--- src/rtl/uart_rx_cfg.sv ---
// uart_rx_cfg
//   Parametrised UART receiver. It has a built-in sample-tick divider, a
//   2-flop input synchroniser, 3-sample majority voting and false-start
//   rejection. It flags parity, framing and overrun errors, and it holds one
//   received frame behind a valid/ready handshake.
//
// Ports
//   clk        in   system clock, rising edge
//   rst        in   asynchronous, active-low reset
//   rxd        in   asynchronous serial line, idle high
//   rx_data    out  received payload, LSB = first bit on the line
//   rx_valid   out  rx_data and error flags hold an unconsumed frame
//   rx_ready   in   consumer accepts the frame when rx_valid && rx_ready
//   parity_err out  parity mismatch for the held frame
//   frame_err  out  a stop bit voted 0 for the held frame
//   overrun    out  sticky: a frame completed while rx_valid was high
//   busy       out  receiver is inside a frame (not IDLE)
module uart_rx_cfg #(
  parameter int CLK_FREQ   = 100000000,
  parameter int BAUD       = 115200,
  parameter int OVERSAMPLE = 16,
  parameter int DATA_BITS  = 8,
  parameter int PARITY     = 0,
  parameter int STOP_BITS  = 1
) (
  input  logic                 clk,
  input  logic                 rst,
  input  logic                 rxd,
  output logic [DATA_BITS-1:0] rx_data,
  output logic                 rx_valid,
  input  logic                 rx_ready,
  output logic                 parity_err,
  output logic                 frame_err,
  output logic                 overrun,
  output logic                 busy
);

  localparam int DIV   = CLK_FREQ / (BAUD * OVERSAMPLE);
  localparam int M     = OVERSAMPLE / 2;
  localparam int CNT_W = (DIV > 1) ? $clog2(DIV) : 1;
  localparam int S_W   = $clog2(OVERSAMPLE);

  if (DIV < 1) begin : g_bad_div
    $error("uart_rx_cfg: CLK_FREQ too low for BAUD * OVERSAMPLE");
  end
  if ((OVERSAMPLE < 8) || (OVERSAMPLE % 2 != 0)) begin : g_bad_os
    $error("uart_rx_cfg: OVERSAMPLE must be even and >= 8");
  end
  if ((DATA_BITS < 5) || (DATA_BITS > 9)) begin : g_bad_bits
    $error("uart_rx_cfg: DATA_BITS must be 5..9");
  end
  if ((PARITY < 0) || (PARITY > 2) || (STOP_BITS < 1) || (STOP_BITS > 2)) begin : g_bad_fmt
    $error("uart_rx_cfg: PARITY must be 0..2 and STOP_BITS 1..2");
  end

  typedef enum logic [2:0] {S_IDLE, S_START, S_DATA, S_PARITY, S_STOP} state_t;

  state_t               state;
  logic                 sync1, rxs;
  logic [CNT_W-1:0]     cnt;
  logic [S_W-1:0]       s;
  logic [3:0]           bit_idx;
  logic                 stop_idx;
  logic                 samp_a, samp_b;
  logic [DATA_BITS-1:0] shreg;
  logic                 par_pend, frm_pend;
  logic                 tick, at_vote, at_end, vote, commit, par_x, par_bad;

  // The synchroniser idles high so that reset is not mistaken for a start bit.
  always_ff @(posedge clk or negedge rst) begin
    if (!rst) begin
      sync1 <= 1'b1;
      rxs   <= 1'b1;
    end else begin
      sync1 <= rxd;
      rxs   <= sync1;
    end
  end

  assign tick    = (state != S_IDLE) && (cnt == CNT_W'(DIV - 1));
  assign at_vote = tick && (s == S_W'(M + 1));
  assign at_end  = tick && (s == S_W'(OVERSAMPLE - 1));
  // Samples at M-1 and M are stored. The third sample is taken live at the M+1 tick.
  assign vote    = (samp_a & samp_b) | (samp_a & rxs) | (samp_b & rxs);
  assign commit  = (state == S_STOP) && at_vote && (stop_idx == 1'(STOP_BITS - 1));
  assign par_x   = (^shreg) ^ vote;
  assign par_bad = (PARITY == 1) ? ~par_x : par_x;
  assign busy    = (state != S_IDLE);

  // Frame state machine. The sample counter restarts at every bit boundary, so
  // each bit is re-centred on the ticks and does not depend on earlier bits.
  always_ff @(posedge clk or negedge rst) begin
    if (!rst) begin
      state    <= S_IDLE;
      cnt      <= '0;
      s        <= '0;
      bit_idx  <= '0;
      stop_idx <= 1'b0;
      samp_a   <= 1'b1;
      samp_b   <= 1'b1;
      shreg    <= '0;
      par_pend <= 1'b0;
      frm_pend <= 1'b0;
    end else begin
      if (state == S_IDLE) begin
        cnt <= '0;
      end else if (cnt == CNT_W'(DIV - 1)) begin
        cnt <= '0;
      end else begin
        cnt <= cnt + CNT_W'(1);
      end

      if (tick) begin
        if (s == S_W'(M - 1)) samp_a <= rxs;
        if (s == S_W'(M))     samp_b <= rxs;
        s <= at_end ? '0 : s + S_W'(1);
      end

      case (state)
        S_IDLE: begin
          if (!rxs) begin
            state    <= S_START;
            s        <= '0;
            bit_idx  <= '0;
            stop_idx <= 1'b0;
            par_pend <= 1'b0;
            frm_pend <= 1'b0;
          end
        end
        S_START: begin
          if (at_vote && vote) begin
            state <= S_IDLE;
            s     <= '0;
          end else if (at_end) begin
            state <= S_DATA;
          end
        end
        S_DATA: begin
          if (at_vote) shreg <= {vote, shreg[DATA_BITS-1:1]};
          if (at_end) begin
            if (bit_idx == 4'(DATA_BITS - 1)) begin
              state <= (PARITY != 0) ? S_PARITY : S_STOP;
            end else begin
              bit_idx <= bit_idx + 4'd1;
            end
          end
        end
        S_PARITY: begin
          if (at_vote) par_pend <= par_bad;
          if (at_end)  state <= S_STOP;
        end
        S_STOP: begin
          // The last stop bit ends the frame at its vote. This leaves half a
          // bit of slack to catch a back-to-back start edge.
          if (at_vote) begin
            if (!vote) frm_pend <= 1'b1;
            if (commit) begin
              state <= S_IDLE;
              s     <= '0;
            end
          end
          if (at_end) stop_idx <= 1'b1;
        end
        default: state <= S_IDLE;
      endcase
    end
  end

  // One-entry output register. A handshake and a commit on the same edge let
  // the new frame replace the accepted one without raising overrun.
  always_ff @(posedge clk or negedge rst) begin
    if (!rst) begin
      rx_data    <= '0;
      rx_valid   <= 1'b0;
      parity_err <= 1'b0;
      frame_err  <= 1'b0;
      overrun    <= 1'b0;
    end else begin
      if (rx_valid && rx_ready) begin
        rx_valid <= 1'b0;
        overrun  <= 1'b0;
      end
      if (commit) begin
        if (!rx_valid || rx_ready) begin
          rx_data    <= shreg;
          parity_err <= par_pend;
          frame_err  <= frm_pend | ~vote;
          rx_valid   <= 1'b1;
        end else begin
          overrun <= 1'b1;
        end
      end
    end
  end

endmodule

--- config.mk ---
export PLATFORM = sky130hd
export DESIGN_NAME = uart_rx_cfg
export DESIGN_NICKNAME = d
export VERILOG_FILES = /design/src/rtl/uart_rx_cfg.sv
export SDC_FILE = /design/constraint.sdc
export NUM_CORES = 1
export LEC_CHECK = 0
export BUFFER_PORTS_ARGS = -buffer_cell sky130_fd_sc_hd__buf_4
export CELL_PAD_IN_SITES_DETAIL_PLACEMENT = 1
export CELL_PAD_IN_SITES_GLOBAL_PLACEMENT = 1
export CORE_AREA = 2 2 73 75
export DETAILED_ROUTE_END_ITERATION = 8
export DIE_AREA = 0 0 75 77
export PLACE_DENSITY = 0.75
export SYNTH_ARGS = -nofsm -noshare
export SYNTH_HDL_FRONTEND = slang
export SYNTH_SLANG_ARGS = --single-unit
--- constraint.sdc ---
create_clock -name clk -period 1.92 [get_ports clk]
set_clock_uncertainty 0.1 [all_clocks]
set_input_delay 0.096 -clock clk [delete_from_list [all_inputs] [get_ports clk]]
set_output_delay 0.096 -clock clk [all_outputs]
set_load 0.05 [all_outputs]
==> results of run 1 <==
layer usage:
layer,wire [um],share of wire
met1,2270,0.42
met2,2770,0.52
met3,202,0.038
met4,138,0.026
met5,0,0
synthesized netlist by cell type, types with 2 or more instances:
cell      number  area share
and3_1         2      0.0060
inv_1          8       0.014
buf_2          3      0.0072
dfstp_2        4       0.050
mux2_1        19        0.10
a22o_1         2      0.0083
nor3b_1        2      0.0072
nor3_2         3       0.014
nand2b_1       2      0.0060
o21ai_0        2      0.0048
ha_1           6       0.036
nand3_1        5       0.012
a21oi_1        7       0.017
nand2_1        8       0.014
xor2_1         5       0.021
dfrtp_1       40        0.48
xnor2_1       11       0.046
nor2_1        19       0.034
o21ai_1        3      0.0072
or4_1          2      0.0072
nand4_1        2      0.0060
worst max-delay path: stages, from the launching register on:
cell and delay, ns:
dfrtp_1 0.39, inv_1 0.06, ha_2 0.18, nand4b_4 0.13
or2_4 0.27, o41a_1 0.41, nor3_4 0.19, nor3_1 0.10
what timing repair did:
| action | CTS | global route |
|---|---|---|
| endpoints found under the hold margin | 43 | 0 |
| resized for setup | 15 | 22 |
| pin swaps | 1 | 6 |
| buffers inserted | 1 | 3 |
| hold buffers | 3 | 0 |
| endpoints found under the setup margin | 23 | 30 |
state kept, by name, indices dropped and copies added, names as in the netlist:
name and flops:
bit_idx 4, cnt 6, frame_err 1, frm_pend 1, overrun 1, par_pend 1, parity_err 1, rx_data 8
rx_valid 1, rxs 1, s 4, samp_a 1, samp_b 1, shreg 8, state 3, stop_idx 1
sync1 1
report_power, final:
| group | internal, mW | switching (mW) |
|---|---|---|
| logic | 0.0128 | 0.0285 |
| clock network | 0.512 | 0.341 |
| registers | 0.932 | 0.00222 |
final cells by class:
type | count | share of cell area
clock buffer | 5 | 0.0246
clock inverter | 2 | 0.0215
inverter | 9 | 0.0121
multi-input combinational | 120 | 0.385
sequential | 44 | 0.396
tap | 70 | 0.0314
timing repair buffer | 44 | 0.129
logic make-up after synthesis:
family / share of synthesized area
xor gates and xnor gates: 0.0668
AOI/OAI and AO/OA: 0.0781
muxes: 0.112
and+or+nand+nor: 0.148
buffers and inverters: 0.0268
adders and majority gates: 0.0411
DFF: 0.527
worst min path at each step:
stage	start	end	cells past startpoint
floorplan	rst	bit_idx[0]	0
global placement	rst	rx_data[6]	1
detailed placement	rst	cnt[2]	1
CTS	rst	cnt[2]	2
global route	rst	cnt[2]	2
finish	rst	cnt[2]	2
stage by stage:
step / power [mW] / setup TNS, ns
2_1_floorplan: 0.960 / 0
6_report: 1.83 / -0.206
3_5_place_dp: 0.990 / -1.22
4_1_cts: 1.84 / -0.216
3_3_place_gp: 0.988 / -0.308
5_1_grt: 1.88 / -2.01
==> impl_metrics.yaml, run 1 <==
final_layout:
  fin_nets: 234
  fin_util: 0.561
  multi_input_area_sq_um: 1070
  fillers: 526
  postLayoutCellArea_sq_um: 2790
  layout_commonest_cell: "dfrtp_1"
  n_antenna_cell: 0
  area_delta_synth_final_pct: 33.1
  instances_no_fill: 294
  register_area_sq_um: 1110
  layout_common_cells: "dfrtp_1 (40), buf_4 (37), nor2_1 (19)"
  drive_gt1_frac: 0.406
critical_path:
  worst-r2r-cell-count: 7
  critical_path.endpoint: "s[0]"
  cp_data_arrival_time_ns: 2.04
  r2r-end: "s[0]"
  critPathCaptureType: "flop"
  rrSetupSlack_ns: -0.03
  worstSetupStartpointType: "flop"
  r2r_start: "cnt[1]"
  cp.required_ns: 2.02
  cp-startpoint: "cnt[1]"
  worst-setup-path-type: "flop to flop"
  critPathMaxFanout: 4
clock_tree:
  clk_pin_slew_ns: 0.09
  clk_latency_ns: 0.31
  cts_tree: "yes"
  root_buffer: "clkbuf_8"
  cts_buffers: 5
  clock_sinks: 44
  cts_max_level: 2
  clockBufferDepth: 2
global_routing:
  use_met3: 0.0381
  grt.busiest_layer: "met2"
  antenna_found_initial: 0
  grt_pass1_vias: 1675
  grt_max_degree: 45
  use_met2: 0.304
  overflow: 0
  grt_usage: 0.190
  grt_pass1_wl_um: 8280
  use_met1: 0.244
place:
  place.gp.congestion: 0.871
  dpl-instance-area_sq_um: 2460
  hpwl_um: 3470
  dp.cells: 281
  portBuffers: 16
  place_ws_ns: -0.0925
detailed_routing:
  firstDrtPassIters: 4
  via_per_inst: 5.28
  drc: 0
  ant_nets: 0
  wl_per_cell_um: 18.3
  totalWireLength_um: 5380
  drt_iter0_drc: 96
  vias: 1552
die:
  ios: 17
  die_x_um: 75
  die_area_sq_um: 5780
  num_rows: 26
  start_util: 0.422
  core_area_sq_um: 4980
  die_y_um: 77
yosys:
  syn_area_sq_um: 2100
  syn_area_per_cell_sq_um: 11.9
  synthFlopType: "dfrtp_1"
  syn-instance-count: 177
  postSynth.asyncResetShare: 1.00
  seq_area_frac_synth: 0.527
  synth-edff-count: 0
  ys_ff_latch: 44
  synthDistinctLibCells: 43
  synth_fp_nets: 187
  synth_warnings: 0
pwr:
  cellLeakagePower_nw: 1.31
  ir_worst_vdd_mv: 0.574
  power_density_nw_per_um2: 655
sta:
  fmax_mhz: 514
  tightest_slew_ns: 0.559
  relSlewSlack: 0.628
  finalHoldViolations: 0
  fin_hold_ws_ns: 0.229
  rsz0062_at_grt: "yes"
  min_period_ns: 1.95
  setup_violations: 12
  worst_slack_ns: -0.0262
  slew_viol_final: 0
  fin_crit_sh: 1.01
hold_path:
  hold_path.class: "input port to async pin"
status:
  status: "finished, violations left"
  failed_checks: "setup timing"
job:
  maxCapViolCount: 0
(Power assumes the default switching activity.)
==> inputs of run 2 (changes only) <==
==> config.mk (replaced) <==
export PLATFORM = sky130hd
export DESIGN_NAME = uart_rx_cfg
export DESIGN_NICKNAME = d
export VERILOG_FILES = /design/src/rtl/uart_rx_cfg.sv
export SDC_FILE = /design/constraint.sdc
export NUM_CORES = 1
export LEC_CHECK = 0
export CELL_PAD_IN_SITES_DETAIL_PLACEMENT = 1
export CELL_PAD_IN_SITES_GLOBAL_PLACEMENT = 1
export CORE_AREA = 2 2 100 54
export DETAILED_ROUTE_END_ITERATION = 8
export DIE_AREA = 0 0 102 56
export DONT_BUFFER_PORTS = 1
export PLACE_DENSITY = 0.74
export SETUP_SLACK_MARGIN = 0.5
export SYNTH_ARGS = -nofsm -noshare
export SYNTH_HDL_FRONTEND = slang
export SYNTH_SLANG_ARGS = --single-unit
==> impl_metrics.yaml, run 2 (same netlist as run 1, synthesis figures left out) <==
pwr:
  seqPwrFrac: 0.545
  p_sw_mw: 0.392
  power_density_nw_per_um2: 590
  clkPwrFrac: 0.436
  comb_power_share: 0.019
  sw_frac_of_total: 0.227
  cellLeakagePower_nw: 1.31
  p_total_mw: 1.73
  cellInternalPower_mw: 1.34
  ir_worst_vdd_mv: 0.410
die:
  die_area_sq_um: 5710
  num_rows: 18
  die_y_um: 56
  die_x_um: 102
  start_util: 0.439
  ios: 17
  core_area_sq_um: 4770
final_layout:
  area_delta_synth_final_pct: 39.6
  top_regs: "rx_data x8, shreg x8, cnt x6"
  drive_gt1_frac: 0.479
  layout_common_cells: "dfrtp_1 (39), mux2_4 (20), buf_4 (17)"
  postLayoutCellArea_sq_um: 2930
  layout_commonest_cell: "dfrtp_1"
  n_antenna_cell: 0
  fin_nets: 226
clock_tree:
  root_buffer: "clkbuf_8"
  clk_pin_slew_ns: 0.10
  clk_latency_ns: 0.32
  clockBufferDepth: 2
  cts_tree: "yes"
  cts_buffers: 5
  clock_sinks: 44
  cts_max_level: 2
detailed_routing:
  via_per_inst: 5.13
  drt_iter0_drc: 39
  wl_per_cell_um: 19.2
  totalWireLength_um: 5510
  vias: 1473
  firstDrtPassIters: 4
  drc: 0
  ant_nets: 0
sta:
  tightest_slew_ns: 0.563
  fmax_mhz: 482
  finalHoldViolations: 0
  min_period_ns: 2.07
  setup_violations: 23
  setup-tns-final_ns: -2.13
  relSlewSlack: 0.624
  fin_crit_sh: 1.08
  fin_hold_ws_ns: 0.198
  rsz0062_at_grt: "yes"
  slew_viol_final: 0
  worst_slack_ns: -0.154
place:
  dpl-instance-area_sq_um: 2400
  portBuffers: 0
  hpwl_um: 3580
  place.gp.congestion: 0.897
  place_ws_ns: -0.132
global_routing:
  grt_pass1_vias: 1612
  grt_usage: 0.202
  grt_max_degree: 45
  overflow: 0
  antenna_found_initial: 0
  grt_pass1_wl_um: 8670
status:
  status: "finished, violations left"
  failed_checks: "setup timing"
critical_path:
  slowest_stage: "dfrtp_1"
  critPathMaxFanout: 5
  slowest_delay_ns: 0.39
  worstSetupStartpointType: "flop"
  critPathCaptureType: "flop"
  worst-r2r-cell-count: 7
  cp_cell_sequence: "inv_1 > ha_2 > nand4b_4 > nor3_4 > o2111a_2 > clkbuf_16 > mux2_4"
  cp_data_arrival_time_ns: 2.17
  cp.required_ns: 2.02
  worst-setup-path-type: "flop to flop"
hold_path:
  hold_path.class: "input port to async pin"
job:
  maxCapViolCount: 0
-- run 2: power by group through the flow --
stage,clock (mW),combinational [mW],sequential [mW]
6_report,0.752,0.0329,0.942
2_1_floorplan,0,0.00203,0.958
3_3_place_gp,0,0.00217,0.959
3_5_place_dp,0,0.00225,0.960
5_1_grt,0.797,0.0373,0.943
4_1_cts,0.758,0.0341,0.942
-- run 2: timing repair --
item	CTS	global route
gates cloned	0	1
setup endpoints to repair	43	43
buffers inserted	7	3
pin swaps	8	9
gates resized for setup	31	29
hold buffers	4	0
endpoints found under the hold margin	47	0
-- run 2: cell type report --
class	count	area, sq um
Fill cell	477	1850
Multi-Input combinational cell	120	1200
Sequential cell	44	1110
Timing Repair Buffer	36	385
Tap cell	70	87.6
Clock buffer	5	68.8
Clock inverter	3	46.3
Inverter	9	36.3
-- run 2: worst paths after layout --
path	from	to	slack [ns]
worst max register to register	cnt[1]	rx_data[4]	-0.15
max in group asynchronous	rst	samp_b	1.26
worst max-delay path	cnt[1]	rx_data[4]	-0.15
worst min register to register	sync1	rxs	0.26
min in group clk	rxd	sync1	0.22
worst min-delay path	rst	shreg[6]	0.20
-- run 2: layer usage --
metal / track usage / vias up / wire, um
met5: 0 / - / 0
met1: 0.285 / 738 / 2550
met4: 0.0571 / 0 / 74
met3: 0.0490 / 9 / 226
met2: 0.308 / 28 / 2660
li1: - / 698 / -
-- run 2: through the flow --
| step | instances | utilization |
|---|---|---|
| detailed placement | 264 | 0.504 |
| global placement | 264 | 0.504 |
| global route | 287 | 0.613 |
| finish | 287 | 0.613 |
| floorplan | 177 | - |
| CTS | 283 | 0.579 |
-- run 2: critical path: cells and delay by family (launching register included) --
family	cells	cell delay, ns
AO/OA/AOI/OAI	1	0.32
flip-flops	1	0.39
AND/OR/NAND/NOR	2	0.42
multiplexers	1	0.30
adder cells (fa/ha/maj)	1	0.20
buffers and inverters	2	0.23
